==> src/rtl/uart_pwd_pkg.sv <==
// Shared types and byte constants for the UART password controller.
// Imported by the controller top and its reset-pulse stretcher.
package uart_pwd_pkg;

   typedef enum logic [2:0] {
      IDLE,
      SET,
      VERIFY,
      DUMP,
      REPLY,
      LOCKED
   } state_t;

   localparam logic [7:0] CMD_TOGGLE = 8'h74;
   localparam logic [7:0] CMD_SET    = 8'h73;
   localparam logic [7:0] CMD_VERIFY = 8'h76;
   localparam logic [7:0] CMD_GET    = 8'h67;
   localparam logic [7:0] CMD_ESC    = 8'h1B;

   localparam logic [7:0] RSP_OK     = 8'h4B;
   localparam logic [7:0] RSP_YES    = 8'h59;
   localparam logic [7:0] RSP_NO     = 8'h4E;
   localparam logic [7:0] RSP_TMO    = 8'h54;
   localparam logic [7:0] RSP_LCK    = 8'h4C;

   // Power-up secret byte i is "A"+i.
   function automatic logic [7:0] init_byte(input int i);
      logic [7:0] b;
      b = 8'h41 + i[7:0];
      return b;
   endfunction

endpackage

==> src/rtl/pulse_stretch.sv <==
// Stretches a one-cycle trigger into an active-low pulse.
// A trigger during an active pulse restarts the full length.
module pulse_stretch
   import uart_pwd_pkg::*;
#(
   parameter int RST_CYCLES = 32
) (
   input  logic clk,
   input  logic rst_n,
   input  logic trig,
   output logic tgt_rst_n
);

   localparam int CW = $clog2(RST_CYCLES + 1);

   logic [CW-1:0] cnt_q;

   // Reload on trigger, otherwise count down to zero.
   always_ff @(posedge clk or negedge rst_n) begin
      if (!rst_n) begin
         cnt_q <= '0;
      end else if (trig) begin
         cnt_q <= CW'(RST_CYCLES);
      end else if (cnt_q != '0) begin
         cnt_q <= cnt_q - 1'b1;
      end
   end

   assign tgt_rst_n = (cnt_q == '0);

endmodule

==> src/rtl/uart_pwd_ctrl.sv <==
// Byte-level command controller: secret set/verify/dump,
// failure lockout, status LED and target reset pulse.
module uart_pwd_ctrl
   import uart_pwd_pkg::*;
#(
   parameter int DEPTH       = 16,
   parameter int DW          = 8,
   parameter int MAX_FAIL    = 3,
   parameter int RST_CYCLES  = 32,
   parameter int TIMEOUT_CYC = 3200000
) (
   input  logic          clk,
   input  logic          rst_n,
   input  logic [DW-1:0] rx_data,
   input  logic          rx_valid,
   input  logic          tx_rdy,
   output logic          tx_en,
   output logic [DW-1:0] tx_data,
   output logic          led,
   output logic          tgt_rst_n,
   output logic          locked,
   output logic          unlocked
);

   localparam int IW = (DEPTH > 1) ? $clog2(DEPTH) : 1;
   localparam int FW = $clog2(MAX_FAIL + 1);
   localparam int TW = $clog2(TIMEOUT_CYC + 1);

   localparam logic [IW-1:0] IDX_LAST = IW'(DEPTH - 1);
   localparam logic [FW-1:0] FAIL_MAX = FW'(MAX_FAIL);
   localparam logic [TW-1:0] TMR_LAST = TW'(TIMEOUT_CYC - 1);

   state_t        state_q, state_n;
   logic [IW-1:0] idx_q, idx_n;
   logic          mis_q, mis_n;
   logic [DW-1:0] rep_q, rep_n;
   logic          rlk_q, rlk_n;
   logic          tog_q, tog_n;
   logic [FW-1:0] fail_q, fail_n;
   logic          lock_q, lock_n;
   logic          unl_q, unl_n;
   logic          busy_q, busy_n;
   logic [TW-1:0] tmr_q, tmr_n;
   logic          txe_q, txe_n;
   logic [DW-1:0] txd_q, txd_n;
   logic          led_q, led_n;

   logic [DW-1:0] secret_q [DEPTH];

   logic          wr_en;
   logic          esc;
   logic          can_tx;
   logic          last;
   logic          hit;
   logic [DW-1:0] cur;
   logic [FW-1:0] fail_inc;

   logic is_tog, is_set, is_ver, is_get, is_esc;

   assign is_tog = (rx_data == DW'(CMD_TOGGLE));
   assign is_set = (rx_data == DW'(CMD_SET));
   assign is_ver = (rx_data == DW'(CMD_VERIFY));
   assign is_get = (rx_data == DW'(CMD_GET));
   assign is_esc = (rx_data == DW'(CMD_ESC));

   assign cur      = secret_q[idx_q];
   assign last     = (idx_q == IDX_LAST);
   assign can_tx   = tx_rdy & ~busy_q;
   assign hit      = mis_q | (rx_data != cur);
   assign fail_inc = (fail_q == FAIL_MAX) ? fail_q
                                         : fail_q + 1'b1;

   // Next-state and next-register logic for the whole controller.
   always_comb begin
      state_n = state_q;
      idx_n   = idx_q;
      mis_n   = mis_q;
      rep_n   = rep_q;
      rlk_n   = rlk_q;
      tog_n   = tog_q;
      fail_n  = fail_q;
      lock_n  = lock_q;
      unl_n   = unl_q;
      tmr_n   = tmr_q;
      txe_n   = 1'b0;
      txd_n   = txd_q;
      wr_en   = 1'b0;
      esc     = 1'b0;

      unique case (state_q)
         IDLE: begin
            if (rx_valid) begin
               unique case (1'b1)
                  is_tog: tog_n = ~tog_q;
                  is_set: begin
                     idx_n   = '0;
                     tmr_n   = '0;
                     state_n = SET;
                  end
                  is_ver: begin
                     idx_n   = '0;
                     mis_n   = 1'b0;
                     tmr_n   = '0;
                     state_n = VERIFY;
                  end
                  is_get: begin
                     if (unl_q) begin
                        idx_n   = '0;
                        state_n = DUMP;
                     end else begin
                        rep_n   = DW'(RSP_NO);
                        rlk_n   = 1'b0;
                        state_n = REPLY;
                     end
                  end
                  is_esc: esc = 1'b1;
                  default: begin
                     rep_n   = rx_data;
                     rlk_n   = 1'b0;
                     state_n = REPLY;
                  end
               endcase
            end
         end

         SET: begin
            if (rx_valid) begin
               wr_en = 1'b1;
               idx_n = idx_q + 1'b1;
               tmr_n = '0;
               if (last) begin
                  idx_n   = '0;
                  unl_n   = 1'b0;
                  rep_n   = DW'(RSP_OK);
                  rlk_n   = 1'b0;
                  state_n = REPLY;
               end
            end else if (tmr_q == TMR_LAST) begin
               rep_n   = DW'(RSP_TMO);
               rlk_n   = 1'b0;
               state_n = REPLY;
            end else begin
               tmr_n = tmr_q + 1'b1;
            end
         end

         VERIFY: begin
            if (rx_valid) begin
               mis_n = hit;
               idx_n = idx_q + 1'b1;
               tmr_n = '0;
               if (last) begin
                  idx_n   = '0;
                  state_n = REPLY;
                  if (!hit) begin
                     unl_n  = 1'b1;
                     fail_n = '0;
                     rep_n  = DW'(RSP_YES);
                     rlk_n  = 1'b0;
                  end else begin
                     unl_n  = 1'b0;
                     fail_n = fail_inc;
                     rep_n  = DW'(RSP_NO);
                     rlk_n  = (fail_inc == FAIL_MAX);
                     lock_n = lock_q | (fail_inc == FAIL_MAX);
                  end
               end
            end else if (tmr_q == TMR_LAST) begin
               rep_n   = DW'(RSP_TMO);
               rlk_n   = 1'b0;
               state_n = REPLY;
            end else begin
               tmr_n = tmr_q + 1'b1;
            end
         end

         DUMP: begin
            if (can_tx) begin
               txe_n = 1'b1;
               txd_n = cur;
               idx_n = idx_q + 1'b1;
               if (last) begin
                  idx_n   = '0;
                  state_n = IDLE;
               end
            end
         end

         REPLY: begin
            if (can_tx) begin
               txe_n   = 1'b1;
               txd_n   = rep_q;
               state_n = rlk_q ? LOCKED : IDLE;
            end
         end

         LOCKED: begin
            if (rx_valid) begin
               if (is_esc) begin
                  esc = 1'b1;
               end else begin
                  rep_n   = DW'(RSP_LCK);
                  rlk_n   = 1'b1;
                  state_n = REPLY;
               end
            end
         end

         default: state_n = IDLE;
      endcase

      busy_n = txe_n | (busy_q & tx_rdy);
      led_n  = (state_n == IDLE) ^ tog_n;
   end

   // Controller state and output registers.
   always_ff @(posedge clk or negedge rst_n) begin
      if (!rst_n) begin
         state_q <= IDLE;
         idx_q   <= '0;
         mis_q   <= 1'b0;
         rep_q   <= '0;
         rlk_q   <= 1'b0;
         tog_q   <= 1'b0;
         fail_q  <= '0;
         lock_q  <= 1'b0;
         unl_q   <= 1'b0;
         busy_q  <= 1'b0;
         tmr_q   <= '0;
         txe_q   <= 1'b0;
         txd_q   <= '0;
         led_q   <= 1'b0;
      end else begin
         state_q <= state_n;
         idx_q   <= idx_n;
         mis_q   <= mis_n;
         rep_q   <= rep_n;
         rlk_q   <= rlk_n;
         tog_q   <= tog_n;
         fail_q  <= fail_n;
         lock_q  <= lock_n;
         unl_q   <= unl_n;
         busy_q  <= busy_n;
         tmr_q   <= tmr_n;
         txe_q   <= txe_n;
         txd_q   <= txd_n;
         led_q   <= led_n;
      end
   end

   // Secret buffer: power-up pattern, written byte-wise in SET.
   always_ff @(posedge clk or negedge rst_n) begin
      if (!rst_n) begin
         for (int i = 0; i < DEPTH; i++) begin
            secret_q[i] <= DW'(init_byte(i));
         end
      end else if (wr_en) begin
         secret_q[idx_q] <= rx_data;
      end
   end

   pulse_stretch #(
      .RST_CYCLES (RST_CYCLES)
   ) u_pulse (
      .clk       (clk),
      .rst_n     (rst_n),
      .trig      (esc),
      .tgt_rst_n (tgt_rst_n)
   );

   assign tx_en    = txe_q;
   assign tx_data  = txd_q;
   assign led      = led_q;
   assign locked   = lock_q;
   assign unlocked = unl_q;

endmodule

==> config.mk <==
export PLATFORM = sky130hd
export DESIGN_NAME = uart_pwd_ctrl
export DESIGN_NICKNAME = d
export VERILOG_FILES = /design/src/rtl/uart_pwd_pkg.sv /design/src/rtl/pulse_stretch.sv /design/src/rtl/uart_pwd_ctrl.sv
export SDC_FILE = /design/constraint.sdc
export NUM_CORES = 1
export LEC_CHECK = 0
export ABC_AREA = 1
export BUFFER_PORTS_ARGS = -buffer_cell sky130_fd_sc_hd__buf_4
export CELL_PAD_IN_SITES_DETAIL_PLACEMENT = 0
export CELL_PAD_IN_SITES_GLOBAL_PLACEMENT = 2
export CORE_UTILIZATION = 33
export CTS_BUF_LIST = sky130_fd_sc_hd__clkbuf_4 sky130_fd_sc_hd__clkbuf_8 sky130_fd_sc_hd__clkbuf_16
export DETAILED_ROUTE_END_ITERATION = 6
export PLACE_DENSITY = 0.76
export SLEW_MARGIN = 15
export SYNTH_ARGS = -nofsm -noshare
export SYNTH_HDL_FRONTEND = slang
export SYNTH_HIERARCHICAL = 1
export SYNTH_SLANG_ARGS = --single-unit
==> constraint.sdc <==
create_clock -name clk -period 2.03 [get_ports clk]
set_input_delay 0.5075 -clock clk [delete_from_list [all_inputs] [get_ports clk]]
set_output_delay 0.5075 -clock clk [all_outputs]
set_load 0.005 [all_outputs]
# Yosys cells after proc, flatten, opt, wreduce, memory -nomap -nowiden
# Cells that the tools add are included.
# word_totals
regBits	189
inputBits	12
output_inout_bits	13
elab_cells	187
# classes
n_addsub	4
n_lt_le_gt_ge	2
n_eq_ne	34
muxes	81
bitwise_logic	9
n_reduce_logical	26
# op_table
op	n
bitwise mux 128 bit	1
two-way mux 8 bit	14
two-way mux 22 bit	4
one-hot mux 22 bit (2 select lines)	1
two-way mux 3 bit	11
binary-select mux 8 bit (select 4 bit)	1
demux 8 bit (select 4 bit)	1
== test 8 x 7 -> 1 bit, second input constant	4
one-hot mux 8 bit (2 select lines)	2
one-hot mux 8 bit (4 select lines)	1
two-way mux 1 bit	27
!= test 2 bit, second input constant	12
adder 22 x 1 -> 22 bit, second input constant	1
== test 22 bit, second input constant	1
two-way mux 4 bit	5
!= test 3 bit, second input constant	6
one-hot mux 3 bit (5 select lines)	1
two-way mux 6 bit	2
one-hot mux 3 bit (4 select lines)	1
one-hot mux 4 bit (3 select lines)	1
AND reduction 4 bit	3
nonzero test 2 bit	5
OR reduction 2 bit	5
== test 8 x 5 -> 1 bit, second input constant	1
33 further kinds	45

# Depth between registers and ports, before layout
# logic_depth
word_depth	10
ltp_mapped	19
ltp_nobuf	18

# By module
# The synthesis kept the hierarchy.
# modules_own_cells
module	n_inst	cells_per_inst	area_per_inst_um2	seq_area_each_um2
uart_pwd_ctrl	1	1315	9633.0	4640.7
pulse_stretch	1	48	375.4	150.1

# Least setup slack after synthesis
# No wires, ideal clock.
# synth_path
path_type	reg2reg
from	reg tmr_q[0]
to	reg tmr_q[18]
setup_ns	0.119
arrival_time_ns	1.837
required_ns	1.911
slack_ns	0.074
stages_incl_launch_ff	15
n_path_buf	0
period_less_slack_ns	1.956
cell_sequence	dfrtp_1 ha_1 nand3_1 nor2_1 nand2_1 nor2_1 inv_1 nor2_1 inv_1 nor3_1 inv_1 nor4_1 nand3_1 nand2_1 nor2_1
# synth_via
elab_chain_cells	4
word_cells_on_any_way	7
classes_between	1 x add/sub; 2 x eq/ne; 3 x mux; 1 x reduce/logical
# synth_lines
item	line_no	rtl
from (decl)	uart_pwd_ctrl.sv:43	logic [TW-1:0] tmr_q, tmr_n;
from (signal assigned)	uart_pwd_ctrl.sv:244	tmr_q <= tmr_n;
adder 22 x 1 -> 22 bit	uart_pwd_ctrl.sv:143, uart_pwd_ctrl.sv:173	
two-way mux 22 bit	uart_pwd_ctrl.sv:138, uart_pwd_ctrl.sv:168	
two-way mux 22 bit	uart_pwd_ctrl.sv:148	if (rx_valid) begin
one-hot mux 22 bit (2 select lines)	uart_pwd_ctrl.sv:90	unique case (state_q)
# Several ways; a longest one is shown, not always the timed one. The select of a mux whose other input is x is not followed.
# A chain may end at the register's enable or synchronous reset.

# Final worst setup path
# layout_path
from	reg idx_q[0]
to	reg fail_q[1]
# layout_via
elab_chain_cells	7
word_cells_on_any_way	9
classes_between	2 x eq/ne; 4 x mux; 2 x bitwise; 1 x reduce/logical
# layout_lines
item	line_no	rtl
from (decl)	uart_pwd_ctrl.sv:34	logic [IW-1:0] idx_q, idx_n;
from (signal assigned)	uart_pwd_ctrl.sv:235	idx_q <= idx_n;
inverter 4 -> 5 bit (not written as such)	uart_pwd_ctrl.sv:66	assign cur = secret_q[idx_q];
binary-select mux 8 bit (select 4 bit)	uart_pwd_ctrl.sv:66	
two-way mux 8 bit (not written as such) (2 in series)	uart_pwd_ctrl.sv:66	
!= test 8 bit	uart_pwd_ctrl.sv:69	assign hit = mis_q | (rx_data != cur);
bitwise OR 1 bit	uart_pwd_ctrl.sv:69	
two-way mux 2 bit	uart_pwd_ctrl.sv:155	if (!hit) begin
to (signal assigned)	uart_pwd_ctrl.sv:240	fail_q <= fail_n;
to (decl)	uart_pwd_ctrl.sv:39	logic [FW-1:0] fail_q, fail_n;
# Several ways; a longest one is shown, not always the timed one. The select of a mux whose other input is x is not followed.

==> qor.txt <==
Routed Antenna Nets -> 0
Slew Limit Fails -> 0
crit path max fanout -> 14
Worst-path clk slew -> 0.07 ns
gr usage total -> 21.26%
Hold WC Path Type -> input pin to asynchronous set/reset pin
vias in the first global route -> 8881
via count -> 9223
die area -> 31030 um^2
initial core utilization -> 33.68%
# IOs -> 25
Synth Register Bits -> 189
Worst R2R Path Depth -> 18
CTS Buf Count -> 17
status -> finished, violations left
post-cts hold buffer count -> 0
CP Capture Type -> flip-flop
vias per cell -> 4.771
CTS tree -> built
Slew HR -> 63.98%
crit path time final -> 2.339 ns
pin count of the biggest net entering global routing -> 53
hold slack final -> 0.04659 ns
top_reg_cell synth -> dfrtp_1
Fin. Hold Viols -> 0
max-capacitance violation count -> 0
top-count cell post-synth -> nand2_1
area of the multi-input gates -> 4818 um^2
first-pass GRT wire length -> 50380 um
CTS HTree Levels -> 4
Leak -> 6.055 nW
DRC -> 0
Worst Clk Skew -> 0.01196 ns
clk buf depth -> 2
Die X-Extent -> 176.2 um
Max Freq -> 427.5 MHz
WP data required -> 2.36 ns
RSZ-0062 raised after global routing -> true
Detail Placement HPWL -> 22180 um
Setup crit start kind -> flip-flop
Critical Path AT -> 2.67 ns
Final Net Count -> 1549
FF+latch area -> 4797 um^2
area growth from synthesis to layout -> 31.14%
asr flop ratio synth -> 100.0%
Tcrit/Tclk final -> 115.2%
worst-margin pin slew -> 0.5404 ns
peak supply drop -> 0.5897 mV
worst setup margin -> -0.3093 ns
row cnt -> 63
Synth top area share -> 35.00%
Syn Nets -> 1382
final wirelength -> 32220 um
Placer Congestion -> 0.8666
DR pass1 iterations -> 7
Setup violations, final -> 13
Unique masters post-synth -> 40
commonest cells in the netlist -> nand2_1, o21ai_0, inv_1
Post-Place Setup Slack -> -0.3382 ns
height of the die -> 176.2 um
routed len/inst -> 16.67 um
pwr dens -> 1204 nW/um^2
Syn Area/Cell -> 7.343 um^2
clk_lat worst skew -> 0.45 ns
Syn Inst Count -> 1363
Root Driver -> clkbuf_16
number of synthesis warnings -> 6
fillcell total -> 3035
kind of critical path -> flip-flop to flip-flop
Starting DRT DRC Count -> 622
failing checks -> negative setup slack
antenna violations before repair -> 0
share of layout cells above drive strength 1 -> 27.74%
IO buf count -> 24
Synth Cell Area -> 10010 um^2
setup tns final -> -2.659 ns
Remaining Overflow, GRT -> 0
ranking of synthesized cells by area -> dfrtp_1, nand2_1, dfstp_2
core area -> 29720 um^2
clock sink count -> 189
Post-synth EDFFs -> 0
diode count -> 0
sequential fraction of the synthesis area -> 47.87%
Synth area leader -> dfrtp_1
worst max-delay path, cell delays in order (launching register included):
cell	delay (ns)
dfrtp_4	0.54
buf_12	0.17
clkbuf_16	0.17
nor2_4	0.11
nor2_1	0.04
o21ai_1	0.07
nand2_1	0.11
nand2_1	0.08
nand2_1	0.05
inv_1	0.07
nand2_2	0.08
nand2_1	0.07
nand2_1	0.06
nor2_2	0.15
nand3_4	0.12
nor2_4	0.12
nand2_2	0.08
nor2_1	0.09
a21oi_1	0.05
logic make-up (layout without fill, tap and decap cells):
family	after synthesis	after routing	synth area share, %
adders and majority gates	7	7	0.8751
AOI/OAI and AO/OA	250	250	13.14
xor gates and xnor gates	9	9	0.7876
DFF	189	189	47.87
and+or+nand+nor	694	694	28.32
buffers and inverters	214	394	9.014
flip-flops by register name, summed over array words and instances (netlist names), 2 cells and up:
signal	flops
secret_q	128
tmr_q	22
rep_q	8
tx_data	8
u_pulse/cnt_q	6
idx_q	4
state_q	3
fail_q	2
power breakdown:
| part | total (mW) | internal (mW) | switching, mW |
|---|---|---|---|
| sequential | 5.28 | 4.70 | 0.580 |
| clock | 3.48 | 1.92 | 1.55 |
| combinational | 7.05 | 3.00 | 4.04 |
worst paths after layout:
kind                           from       endpoint  slack, ns
hold / removal                rst_n  secret_q[101]       0.05
hold reg to reg              locked         locked       0.48
min in group clk             tx_rdy         busy_q       0.28
max in group asynchronous     rst_n      tmr_q[18]       1.30
setup reg to reg           idx_q[0]      fail_q[1]      -0.31
setup / recovery           idx_q[0]      fail_q[1]      -0.31
per-layer routing:
metal | part of all wire [%] | track usage, % | vias to the layer above
met4 | 1.4 | 5.616 | 0
met1 | 51 | 30.98 | 4398
met2 | 45 | 33.07 | 114
met5 | 0 | 0 | -
li1 | - | - | 4687
met3 | 2.5 | 2.649 | 24
layout by cell type, fill, tap and decap left out, drive strengths merged:
cell      instances
nand2           432
nor4              5
dfstp            49
o211ai            3
a31oi             9
or2               1
nor3b             1
inv             153
a22oi             1
nor2            138
ha                7
nand3            81
a21boi            2
o21bai            2
clkinvlp          6
o32ai             2
o22a              1
xor2              9
nor3             23
bufinv            2
clkinv            3
o21ai           197
buf             205
dfrtp           140
and3              1
a211oi            1
a2bb2oi           1
a21oi            28
o22ai             1
o31ai             2
nand4            12
clkbuf           25
repair_timing:
item,CTS,global route
resized for setup,52,143
buffers inserted,12,13
cloned,2,3
pin swaps,11,30
setup endpoints to repair,30,48
final cells by class:
cell class	count	area share, %
multi-input cells	960	36.71
flip-flops and latches	189	36.55
repair buffers	209	13.94
inverters	153	4.509
well taps	390	3.718
clock buffers	21	3.565
clock inverters	11	1.010
stage by stage:
step	std cells	utilization, %	total power [mW]	cell area (um^2)
after global routing	1933	44.17	16.97	13130
after CTS	1923	42.43	15.18	12610
final	1933	44.17	15.81	13130
after detailed placement	1877	39.34	11.24	11690
after global placement	1877	39.34	11.20	11690
after floorplan	1363	-	8.811	10010
No activity file was read; power rests on OpenSTA's default activity.
